### src/rtl/seq_div_pkg.sv
// Shared definitions for the sequential restoring divider: FSM state encoding.
package seq_div_pkg;

    localparam int unsigned STATE_W = 2;

    typedef enum logic [STATE_W-1:0] {
        ST_IDLE = 2'd0,
        ST_RUN  = 2'd1,
        ST_DONE = 2'd2
    } state_e;

endpackage

### src/rtl/seq_div_step.sv
// Single restoring-division step: shift one dividend bit into the partial
// remainder, subtract the divisor if it fits, and shift the quotient bit in.
module seq_div_step
    import seq_div_pkg::*;
#(
    parameter int unsigned WIDTH = 4
) (
    input  logic [WIDTH-1:0] r,
    input  logic [WIDTH-1:0] q,
    input  logic [WIDTH-1:0] divisor,
    output logic [WIDTH-1:0] r_next_c,
    output logic [WIDTH-1:0] q_next_c
);

    logic [WIDTH:0] r_shift;
    logic           ge;

    // Compare/subtract at WIDTH+1 bits; the result always fits back into WIDTH bits.
    always_comb begin
        r_shift  = {r, q[WIDTH-1]};
        ge       = (r_shift >= {1'b0, divisor});
        r_next_c = ge ? WIDTH'(r_shift - {1'b0, divisor}) : r_shift[WIDTH-1:0];
        q_next_c = {q[WIDTH-2:0], ge};
    end

endmodule

### src/rtl/seq_div.sv
// Sequential unsigned restoring divider, one quotient bit per clock, with a
// start/busy/done handshake and results held until the next completion.
module seq_div
    import seq_div_pkg::*;
#(
    parameter int unsigned WIDTH = 4
) (
    input  logic             clk,
    input  logic             rst_n,
    input  logic             start,
    input  logic [WIDTH-1:0] dividend,
    input  logic [WIDTH-1:0] divisor,
    output logic             busy,
    output logic             done,
    output logic [WIDTH-1:0] quotient,
    output logic [WIDTH-1:0] remainder,
    output logic             div_by_zero
);

    localparam int unsigned CNT_W = (WIDTH > 2) ? $clog2(WIDTH) : 1;

    state_e           state_q;
    state_e           state_d;
    logic [CNT_W-1:0] cnt_q;
    logic [WIDTH-1:0] r_q;
    logic [WIDTH-1:0] q_q;
    logic [WIDTH-1:0] dvsr_q;
    logic [WIDTH-1:0] r_next_c;
    logic [WIDTH-1:0] q_next_c;

    logic accept_c;
    logic dz_c;
    logic step_c;
    logic last_c;
    logic busy_d;
    logic done_d;

    // Partial remainder is stored at WIDTH bits: after every step it is below the divisor.
    seq_div_step #(
        .WIDTH(WIDTH)
    ) u_step (
        .r        (r_q),
        .q        (q_q),
        .divisor  (dvsr_q),
        .r_next_c (r_next_c),
        .q_next_c (q_next_c)
    );

    always_ff @(posedge clk or negedge rst_n) begin
        if (!rst_n) begin
            state_q <= ST_IDLE;
        end else begin
            state_q <= state_d;
        end
    end

    // Start is honoured in DONE as well as IDLE so back-to-back requests lose no cycle.
    always_comb begin
        state_d = state_q;
        case (state_q)
            ST_IDLE, ST_DONE: begin
                if (start) begin
                    state_d = (divisor == '0) ? ST_DONE : ST_RUN;
                end else begin
                    state_d = ST_IDLE;
                end
            end
            ST_RUN: begin
                if (cnt_q == '0) begin
                    state_d = ST_DONE;
                end
            end
            default: state_d = ST_IDLE;
        endcase
    end

    always_comb begin
        accept_c = start && (state_q != ST_RUN);
        dz_c     = accept_c && (divisor == '0);
        step_c   = (state_q == ST_RUN);
        last_c   = step_c && (cnt_q == '0);
        busy_d   = (state_d == ST_RUN);
        done_d   = (state_d == ST_DONE);
    end

    // Operand capture, iteration registers and held results.
    always_ff @(posedge clk or negedge rst_n) begin
        if (!rst_n) begin
            busy        <= 1'b0;
            done        <= 1'b0;
            div_by_zero <= 1'b0;
            quotient    <= '0;
            remainder   <= '0;
            cnt_q       <= '0;
            r_q         <= '0;
            q_q         <= '0;
            dvsr_q      <= '0;
        end else begin
            busy <= busy_d;
            done <= done_d;
            if (accept_c) begin
                dvsr_q      <= divisor;
                q_q         <= dividend;
                r_q         <= '0;
                cnt_q       <= CNT_W'(WIDTH - 1);
                div_by_zero <= dz_c;
                if (dz_c) begin
                    quotient  <= '1;
                    remainder <= dividend;
                end
            end else if (step_c) begin
                r_q   <= r_next_c;
                q_q   <= q_next_c;
                cnt_q <= cnt_q - CNT_W'(1);
                if (last_c) begin
                    quotient  <= q_next_c;
                    remainder <= r_next_c;
                end
            end
        end
    end

endmodule

### config.mk
export PLATFORM = sky130hd
export DESIGN_NAME = seq_div
export DESIGN_NICKNAME = d
export VERILOG_FILES = /design/src/rtl/seq_div_pkg.sv /design/src/rtl/seq_div_step.sv /design/src/rtl/seq_div.sv
export SDC_FILE = /design/constraint.sdc
export NUM_CORES = 1
export LEC_CHECK = 0
export ABC_CLOCK_PERIOD_IN_PS = 2600
export CORE_MARGIN = 2
export CORE_UTILIZATION = 50
export CTS_CLUSTER_SIZE = 16
export DETAILED_ROUTE_END_ITERATION = 6
export PLACE_DENSITY_LB_ADDON = 0.12
export REMOVE_ABC_BUFFERS = 1
export SLEW_MARGIN = 30
export SYNTH_ARGS = -nofsm -noshare
export SYNTH_HDL_FRONTEND = slang
export SYNTH_HIERARCHICAL = 1
export SYNTH_SLANG_ARGS = --single-unit
### constraint.sdc
create_clock -name clk -period 2.6 [get_ports clk]
set_clock_uncertainty 0.1 [all_clocks]
set_input_delay 0.39 -clock clk [delete_from_list [all_inputs] [get_ports clk]]
set_output_delay 0.39 -clock clk [all_outputs]
set_load 0.02 [all_outputs]
==> impl_metrics.ini <==
[status]
outcome = finished clean

[yosys]
synth_area_um2 = 1390
synth_cell_types = 34
avgSynthCellArea_um2 = 11.1
synth_seq_cells = 27
syn_inst = 126
ys_seq_area_share_pct = 48.5
yosys_warnings = 6

[placement]
io_buffers = 21
place_area_um2 = 1600
gp_congestion = 0.782
placed_cells = 172
dpl.hpwl_um = 1950

[routing]
num_vias = 959
wire_per_inst_um = 14.9
drcViolationCount = 0
dr.pass1.iters = 4
routed_via_density = 5.45
drt-initial-drc-count = 30
wl_um = 2620
postRouteAntennaNets = 0

[power]
cellPowerDensity_nw_per_um2 = 1320
p_leak_nw = 0.713
irDropWorstVdd_uv = 854
p_total_mw = 2.14

[timing]
hold_viol = 0
worst_pin_slew_ns = 0.463
hold_ws_ns = 0.317
setup-tns-final_ns = 0
fmax_mhz = 471
slew_headroom_pct = 69.0
finalMaxSlewViolations = 0
fin_crit_ns = 2.12
fin_crit_sh_pct = 81.7
setup-violations-final = 0
grt_setup_unrepaired = no

[cts]
htree_num_levels = 1
root_buffer = clkbuf_4
clk_pin_slew_ns = 0.15
cts_buffer_depth = 2
ctsResizeCount = 0
cts_tree = built
cts_sinks = 27
cts_hold_buf = 0
cts-buffers-inserted = 3
clock_latency_ns = 0.32
cts_setup_buffers = 0

[worst_setup_path]
crit_fanout = 4
arrival_ns = 2.25
crit_type = reg2reg
worst_setup_path_start_kind = flip-flop
endpoint_kind = flip-flop
worstPathRequired_ns = 2.72

[global_routing]
grt_pass1_wl_um = 4660
antenna_found_initial = 0
first_global_vias = 959
grt-ovfl-total = 0
grt_max_degree = 28
grt_usage_pct = 18.6

[floorplan]
initial_core_util_pct = 51.4
ios = 22
die_area_um2 = 3220
die_x_um = 56.8
rows = 19
die_h_um = 56.8
coreArea_um2 = 2710

[cells_and_area]
drive_gt1_share_pct = 19.3
final_cells = 176
num-nets-final = 163
n_antenna_cell = 0
fillers = 244
design_area_um2 = 1630
syn_to_final_growth_pct = 16.7
mostFrequentLayoutCell = dfrtp_1
layout_common_cells = dfrtp_1 (27), clkdlybuf4s50_1 (21), nand2_1 (14)

[run]
maxCapViolations = 0

[hold_path]
hp-class = in2async
==> layer usage <==
layer  vias to the layer above  global-route usage (%)  routed length [µm]
met5                         -                       0                   0
met4                         0                    5.98                  18
met1                       463                    25.9                1250
met3                         2                    3.46                 106
li1                        479                       -                   -
met2                        15                    29.6                1240
==> logic make-up after synthesis <==
kind of cell / share of synthesized area [%]
mux: 8.62
compound gates: 15.7
xor+xnor: 0.629
flops: 48.5
simple gates: 13.9
fa+ha+maj: 5.93
buf+inv: 6.65
==> per-stage QoR <==
step	worst slack, ns	util, %
floorplan	0.622	-
global placement	0.440	59.0
detailed placement	0.403	59.0
CTS	0.474	60.0
global route	0.396	60.0
finish	0.476	60.0
==> cell usage after synthesis <==
| master | count | area (µm²) |
|---|---|---|
| mux2i_1 | 6 | 60.1 |
| o221a_1 | 4 | 45.0 |
| o21ai_0 | 13 | 65.1 |
| inv_1 | 9 | 33.8 |
| nor4_1 | 1 | 6.26 |
| o22a_2 | 4 | 40.0 |
| nand2_1 | 14 | 52.6 |
| o22ai_1 | 2 | 12.5 |
| fa_1 | 1 | 20.0 |
| xnor2_1 | 1 | 8.76 |
| nor2_4 | 1 | 11.3 |
| o21ai_2 | 1 | 8.76 |
| nor2_2 | 1 | 6.26 |
| mux2_2 | 4 | 45.0 |
| o31ai_4 | 1 | 21.3 |
| nand2b_1 | 2 | 12.5 |
| mux2_4 | 1 | 15.0 |
| ha_1 | 5 | 62.6 |
| nand2_2 | 1 | 6.26 |
| buf_4 | 5 | 37.5 |
| nand4_1 | 1 | 6.26 |
| clkbuf_1 | 2 | 7.51 |
| or2_2 | 4 | 25.0 |
| nor3_1 | 3 | 15.0 |
| a21oi_1 | 2 | 10.0 |
| dfrtp_1 | 27 | 676 |
| clkbuf_8 | 1 | 13.8 |
| a21oi_4 | 1 | 16.3 |
| nor2_1 | 3 | 11.3 |
| nand3_1 | 1 | 5.00 |
| or4_4 | 1 | 11.3 |
| nand3b_1 | 1 | 7.51 |
| and2b_2 | 1 | 8.76 |
| or2b_2 | 1 | 8.76 |
==> layout make-up <==
class                      instances  area, µm²  share of cell area [%]
timing repair buffer              23        225                    13.9
tap                               31       38.8                    2.39
multi-input combinational         82        624                    38.4
sequential                        27        676                    41.6
clock buffer                       3       22.5                    1.39
clock inverter                     1       5.00                   0.308
inverter                           9       33.8                    2.08
==> worst paths after layout <==
check                      slack [ns]           end  cells after the start      start
setup / recovery                 0.48  remainder[2]                      8  dvsr_q[2]
hold / removal                   0.32   quotient[3]                      2      rst_n
setup reg to reg                 0.48  remainder[2]                      8  dvsr_q[2]
hold reg to reg                  0.39      cnt_q[0]                      1   cnt_q[0]
max in group asynchronous        1.82          busy                      2      rst_n
min in group clk                 0.39      cnt_q[0]                      1   cnt_q[0]
==> state kept, by name, indices dropped and copies added (netlist names) <==
| name | cells |
|---|---|
| done | 1 |
| state_q | 2 |
| remainder | 4 |
| div_by_zero | 1 |
| cnt_q | 2 |
| q_q | 4 |
| dvsr_q | 4 |
| busy | 1 |
| quotient | 4 |
| r_q | 4 |
==> worst max-delay path: stages (launching register included) <==
cell and delay (ns):
dfrtp_1 0.37, inv_1 0.05, ha_1 0.35, nand4_1 0.14, nand2_2 0.09, nor2_4 0.20
mux2_4 0.33, or2_2 0.29, o221a_1 0.11
==> report_power, final <==
part | leakage, nW | internal [mW] | switching (mW) | total (mW)
registers | 0.323 | 0.620 | 0.119 | 0.739
clock network | 0.0177 | 0.0576 | 0.125 | 0.182
logic | 0.373 | 0.576 | 0.643 | 1.22
Power figures use the tool's default switching activity.
